===== src/rtl/fir_stream_pkg.sv =====
// fir_stream_pkg: shared constants and arithmetic helpers for the streaming FIR.
// Latency: n/a (combinational functions only).
// Backpressure: n/a.
// Contents: mode constants, acc_width() sizing helper, round_sat() scaling helper.
package fir_stream_pkg;

  localparam logic MODE_FIR    = 1'b0;
  localparam logic MODE_BYPASS = 1'b1;

  // round_sat works on a fixed 64-bit signed container; callers sign-extend
  // their accumulator into it and keep the low OUT_W bits of the result.
  localparam int RS_W = 64;

  typedef struct packed {
    logic signed [RS_W-1:0] val;
    logic                   sat;
  } rs_t;

  // Width that holds a TAPS-term sum of data_w x coef_w products without overflow.
  function automatic int acc_width(input int data_w, input int coef_w, input int taps);
    return data_w + coef_w + $clog2(taps);
  endfunction

  // Round half-up at the binary point, arithmetic shift down, clip to out_w bits.
  function automatic rs_t round_sat(input logic signed [RS_W-1:0] acc,
                                    input int shift, input int out_w);
    logic signed [RS_W-1:0] r;
    logic signed [RS_W-1:0] hi;
    logic signed [RS_W-1:0] lo;
    rs_t res;
    r = acc;
    if (shift > 0) r = r + (64'sd1 <<< (shift - 1));
    r  = r >>> shift;
    hi = (64'sd1 <<< (out_w - 1)) - 64'sd1;
    lo = -(64'sd1 <<< (out_w - 1));
    res.val = r;
    res.sat = 1'b0;
    if (r > hi) begin
      res.val = hi;
      res.sat = 1'b1;
    end else if (r < lo) begin
      res.val = lo;
      res.sat = 1'b1;
    end
    return res;
  endfunction

endpackage


===== src/rtl/fir_stream_mac.sv =====
// fir_stream_mac: TAPS-wide signed multiply and sum of delay line x coefficients.
// Latency: 0 cycles (purely combinational).
// Backpressure: none; the parent decides when the sum is captured.
// Ports: x_flat (tap k at bits [k*DATA_W +: DATA_W]), coef_flat (tap k at
// [k*CW +: CW]), acc (full-precision signed sum).
module fir_stream_mac
  import fir_stream_pkg::*;
#(
  parameter int DATA_W = 8,
  parameter int CW     = 9,
  parameter int TAPS   = 8,
  localparam int ACC_W = acc_width(DATA_W, CW, TAPS)
) (
  input  logic [TAPS*DATA_W-1:0] x_flat,
  input  logic [TAPS*CW-1:0]     coef_flat,
  output logic signed [ACC_W-1:0] acc
);

  localparam int PROD_W = DATA_W + CW;

  // Operands are sign-extended to the product width first so the truncated
  // PROD_W-bit product is the exact signed result. The linear sum is left for
  // synthesis to rebalance into a tree.
  always_comb begin
    logic signed [PROD_W-1:0] xs;
    logic signed [PROD_W-1:0] cs;
    logic signed [PROD_W-1:0] prod;
    xs   = '0;
    cs   = '0;
    prod = '0;
    acc  = '0;
    for (int k = 0; k < TAPS; k++) begin
      xs   = {{CW{x_flat[k*DATA_W+DATA_W-1]}}, x_flat[k*DATA_W +: DATA_W]};
      cs   = {{DATA_W{coef_flat[k*CW+CW-1]}}, coef_flat[k*CW +: CW]};
      prod = xs * cs;
      acc  = acc + {{(ACC_W-PROD_W){prod[PROD_W-1]}}, prod};
    end
  end

endmodule


===== src/rtl/fir_stream.sv =====
// fir_stream: streaming direct-form FIR with loadable taps, bypass and round/saturate.
// Latency: sample accepted at edge N is presented with out_valid at edge N+1.
// Backpressure: in_ready = !out_valid | out_ready (and !clear); a stall freezes
// the delay line, stage-1 valid and the output register.
// Ports: clk/rst_n, clear (flush), bypass, in_valid/in_ready/in_data,
// out_valid/out_ready/out_data/out_sat, coef_we/coef_addr/coef_wdata.
module fir_stream
  import fir_stream_pkg::*;
#(
  parameter int DATA_W = 8,
  parameter int COEF_W = 8,
  parameter int TAPS   = 8,
  parameter int OUT_W  = 8,
  parameter int SHIFT  = 7
) (
  input  logic                     clk,
  input  logic                     rst_n,
  input  logic                     clear,
  input  logic                     bypass,
  input  logic                     in_valid,
  output logic                     in_ready,
  input  logic signed [DATA_W-1:0] in_data,
  output logic                     out_valid,
  input  logic                     out_ready,
  output logic signed [OUT_W-1:0]  out_data,
  output logic                     out_sat,
  input  logic                     coef_we,
  input  logic [$clog2(TAPS)-1:0]  coef_addr,
  input  logic signed [COEF_W-1:0] coef_wdata
);

  // Coefficient storage carries one extra bit so the reset identity tap
  // 1<<SHIFT stays representable when SHIFT = COEF_W-1 (e.g. +128 for Q1.7).
  // Written values are sign-extended, so their arithmetic is unchanged.
  localparam int CW    = COEF_W + 1;
  localparam int ACC_W = acc_width(DATA_W, CW, TAPS);
  localparam logic [CW-1:0]      COEF_ONE = CW'(64'd1 << SHIFT);
  localparam logic [TAPS*CW-1:0] COEF_RST = {{((TAPS-1)*CW){1'b0}}, COEF_ONE};

  logic [TAPS*DATA_W-1:0] x_q, x_d;
  logic [TAPS*CW-1:0]     coef_q, coef_d;
  logic                   v1_q, v1_d;
  logic                   out_valid_q, out_valid_d;
  logic [OUT_W-1:0]       out_data_q, out_data_d;
  logic                   out_sat_q, out_sat_d;

  logic                    adv;
  logic                    accept;
  logic signed [ACC_W-1:0] mac_acc;
  logic signed [ACC_W-1:0] acc_sel;
  logic signed [RS_W-1:0]  acc_ext;
  rs_t                     rs;
  logic                    rs_hi_unused;

  assign adv      = !out_valid_q || out_ready;
  assign in_ready = adv && !clear;
  assign accept   = in_valid && in_ready;

  fir_stream_mac #(
    .DATA_W (DATA_W),
    .CW     (CW),
    .TAPS   (TAPS)
  ) u_mac (
    .x_flat    (x_q),
    .coef_flat (coef_q),
    .acc       (mac_acc)
  );

  // Bypass feeds the newest sample, pre-scaled by 1<<SHIFT, through the same
  // round/saturate path so it leaves unchanged with identical latency.
  always_comb begin
    acc_sel = mac_acc;
    if (bypass == MODE_BYPASS) begin
      acc_sel = {{(ACC_W-DATA_W){x_q[DATA_W-1]}}, x_q[DATA_W-1:0]} <<< SHIFT;
    end
    acc_ext = {{(RS_W-ACC_W){acc_sel[ACC_W-1]}}, acc_sel};
    rs      = round_sat(acc_ext, SHIFT, OUT_W);
  end

  // Saturation already bounds the value to OUT_W bits; the upper bits are redundant.
  assign rs_hi_unused = ^rs.val[RS_W-1:OUT_W];

  always_comb begin
    x_d         = x_q;
    coef_d      = coef_q;
    v1_d        = v1_q;
    out_valid_d = out_valid_q;
    out_data_d  = out_data_q;
    out_sat_d   = out_sat_q;

    if (clear) begin
      x_d         = '0;
      v1_d        = 1'b0;
      out_valid_d = 1'b0;
    end else begin
      if (accept) x_d = {x_q[(TAPS-1)*DATA_W-1:0], in_data};
      if (adv) begin
        v1_d        = accept;
        out_valid_d = v1_q;
        if (v1_q) begin
          out_data_d = rs.val[OUT_W-1:0];
          out_sat_d  = rs.sat;
        end
      end
    end

    if (coef_we && (int'(coef_addr) < TAPS)) begin
      coef_d[int'(coef_addr)*CW +: CW] = {coef_wdata[COEF_W-1], coef_wdata};
    end
  end

  always_ff @(posedge clk or negedge rst_n) begin
    if (!rst_n) begin
      x_q         <= '0;
      coef_q      <= COEF_RST;
      v1_q        <= 1'b0;
      out_valid_q <= 1'b0;
      out_data_q  <= '0;
      out_sat_q   <= 1'b0;
    end else begin
      x_q         <= x_d;
      coef_q      <= coef_d;
      v1_q        <= v1_d;
      out_valid_q <= out_valid_d;
      out_data_q  <= out_data_d;
      out_sat_q   <= out_sat_d;
    end
  end

  assign out_valid = out_valid_q;
  assign out_data  = out_data_q;
  assign out_sat   = out_sat_q;

endmodule


===== config.mk =====
export PLATFORM = sky130hd
export DESIGN_NAME = fir_stream
export DESIGN_NICKNAME = d
export VERILOG_FILES = /design/src/rtl/fir_stream_pkg.sv /design/src/rtl/fir_stream_mac.sv /design/src/rtl/fir_stream.sv
export SDC_FILE = /design/constraint.sdc
export NUM_CORES = 2
export LEC_CHECK = 0
export BUFFER_PORTS_ARGS = -buffer_cell sky130_fd_sc_hd__buf_2
export CAP_MARGIN = 20
export CORE_ASPECT_RATIO = 1.4
export CORE_UTILIZATION = 55
export DETAILED_ROUTE_END_ITERATION = 10
export MAX_ROUTING_LAYER = met4
export PLACE_DENSITY = 0.84
export SYNTH_ARGS = -nofsm -noshare
export SYNTH_HDL_FRONTEND = slang
export SYNTH_SLANG_ARGS = --single-unit

===== constraint.sdc =====
create_clock -name clk -period 9.54 [get_ports clk]
set_input_delay 1.908 -clock clk [delete_from_list [all_inputs] [get_ports clk]]
set_output_delay 1.908 -clock clk [all_outputs]
set_load 0.01 [all_outputs]

==> results.yml <==
synth:
  synth_seq_cells: 140
  synth_top_area_frac: 0.394
  ys_types: 75
  syn_inst: 3203
  syn_area_um2: 29900
  ys.flop_type: "dfrtp_1"
  synth_top_cell_by_area: "fa_1"
  synth_edf_count: 0
  yosys.cell_count.top_type: "inv_1"
  synthTopCellsByArea: "fa_1 (39%), dfrtp_1 (12%), ha_1 (11%), inv_1 (9.8%), and2_1 (6.2%)"
  netlist_top_cells_count: "inv_1 (781), fa_1 (589), nand2_1 (354)"
  synth_nets: 4076
  ys_seq_area_frac: 0.117
  syn_area_per_cell_um2: 9.35
  synthArstFlopShare: 1.00
  ys_warn_count: 0
placed_design:
  placed_cell_area_um2: 32800
  dpl_worst_slack_ns: -0.746
  post-dp-hpwl_um: 67900
  portBuffers: 36
  dp.cells: 4137
  gp_congestion: 1.02
power:
  power.share.switching: 0.441
  cellLeakagePower_nw: 16.9
  clkPwrFrac: 0.182
  pwr-share-comb: 0.598
  power_mw: 3.66
  p_per_area_nw_per_um2: 109
  internal_power_mw: 2.04
  pwr-share-seq: 0.221
  peakVddDrop_mv: 0.149
  p_switching_mw: 1.61
finish:
  nets: 4327
  fill_cells: 4176
  drive_gt1_frac: 0.138
  utilization: 0.631
  stdcell_count: 4187
  fin_area_um2: 33700
  areaGrowthSynthToFinish_pct: 12.5
die:
  rows: 100
  die_w_um: 199
  io_pins: 37
  initial_core_util: 0.560
  core-area_um2: 53400
  die_h_um: 278
  die_area_um2: 55400
timing:
  fmax_mhz: 99.9
  tightest_slew_ns: 1.13
  setup_violations: 9
  drv_slew: 0
  timing.final.crit_share: 1.05
  fin_ws_ns: -0.470
  finalSetupTns_ns: -3.84
  finalHoldViolCount: 0
  max_slew_margin: 0.245
  period_minus_slack_ns: 10.01
  holdWs_ns: 0.484
  skew_ns: 0.00702
  rsz0062_at_grt: "yes"
global_routing:
  grt_pass1_vias: 25100
  grt_usage: 0.324
  antenna_found_initial: 8
  grt_max_degree: 78
  grt_pass1_wl_um: 131000
  overflow: 0
routing:
  drt_pre_antenna_iters: 5
  antenna_left: 0
  avgRoutedWirePerCell_um: 19.4
  drc: 0
  viasPerCell: 5.44
  vias: 22800
  drt-total-wl_um: 81000
  drtIter0Drc: 1434
clock_network:
  clkTransAtPathRegs_ns: 0.06
  cts_tree: "yes"
  clk_latency_ns: 0.48
  clockBufferDepth: 2
  clockRootBuffer: "clkbuf_16"
  cts_hold_buf: 0
  cts_buffers: 17
  cts.sinks: 140
  htree_levels: 4
worst_setup_path:
  cp_slowest_cell: "fa_1"
  cpMostUsedCell: "fa_1"
  cp.arrival_ns: 10.40
  start_kind: "flop"
  max_stage_delay_ns: 0.54
  critPathMaxFanout: 7
  end_kind: "flop"
  cp.required_ns: 9.93
  path_class: "reg -> reg"
run_status:
  violations: "setup timing"
  outcome: "finished, violations left"
run:
  max_cap_viol_count: 0
min_path:
  min_path_type: "reg -> reg"
## kinds of logic after synthesis
group,after synthesis,synth area share
buffers and inverters,869,0.109
muxes,55,0.0205
adders and majority gates,847,0.502
AOI/OAI and AO/OA,241,0.0541
xor gates and xnor gates,134,0.0395
and+or+nand+nor,917,0.158
DFF,140,0.117
## worst paths after layout
| kind | startpoint | to | slack (ns) | depth (start not counted) |
|---|---|---|---|---|
| max | x_q[1] | out_data[3] | -0.47 | 41 |
| min | out_data[7] | out_data[7] | 0.48 | 2 |
| max reg2reg | x_q[1] | out_data[3] | -0.47 | 41 |
| min reg2reg | out_data[7] | out_data[7] | 0.48 | 2 |
| max in group asynchronous | rst_n | coef_q[12] | 6.63 | 2 |
| min in group asynchronous | rst_n | out_sat | 1.47 | 1 |
## cell type report
cell class,instances,area (um2),area share
sequential,140,3510,0.104
clock buffer,18,429,0.0127
antenna,6,15.0,0.000446
multi-input combinational,2194,23500,0.697
inverter,784,2940,0.0874
tap,714,893,0.0265
timing repair buffer,317,2310,0.0686
clock inverter,14,120,0.00357
## layer usage
metal	vias up	global-route usage	share of wire	routed length [um]
met5	-	-	0	0
met4	0	0.209	0.078	6290
met3	303	0.0431	0.058	4730
met2	846	0.558	0.52	42400
met1	11500	0.347	0.34	27600
li1	10100	-	-	-
## worst max-delay path, delay by kind of cell (launching register included)
family / cells / cell delay, ns
AOI/OAI and AO/OA: 14 / 2.22
buffers and inverters: 12 / 1.08
adders and majority gates: 12 / 5.59
xor gates and xnor gates: 1 / 0.14
DFF: 1 / 0.40
and+or+nand+nor: 2 / 0.50
## what timing repair did
item / 4_1_cts / 5_1_grt
buffers inserted: 12 / 1
pin swaps: 37 / 21
endpoints found under the setup margin: 9 / 9
resized for setup: 31 / 28
## sequential cells by signal, indices dropped and copies added (netlist names)
name and cells:
coef_q 65, out_data 8, out_sat 1, out_valid 1
v1_q 1, x_q 64
## cell usage in the layout, fill, tap and decap left out, drive strengths merged, types with 28 or more instances in the layout
master	count
nand3b	58
buf	317
nand2b	54
o21ai	63
ha	258
a21oi	76
nand2	355
fa	589
xor2	28
mux2	50
dfrtp	139
xnor2	106
and2	299
inv	783
nor2	79
## power by group through the flow
stage | combinational, mW | clock (mW) | sequential [mW]
floorplan | 1.17 | 0 | 0.769
global placement | 1.99 | 0 | 0.808
detailed placement | 2.02 | 0 | 0.811
CTS | 2.14 | 0.667 | 0.802
global route | 2.38 | 0.684 | 0.818
finish | 2.19 | 0.664 | 0.807
Note: power is estimated with default switching activity, not from simulation.
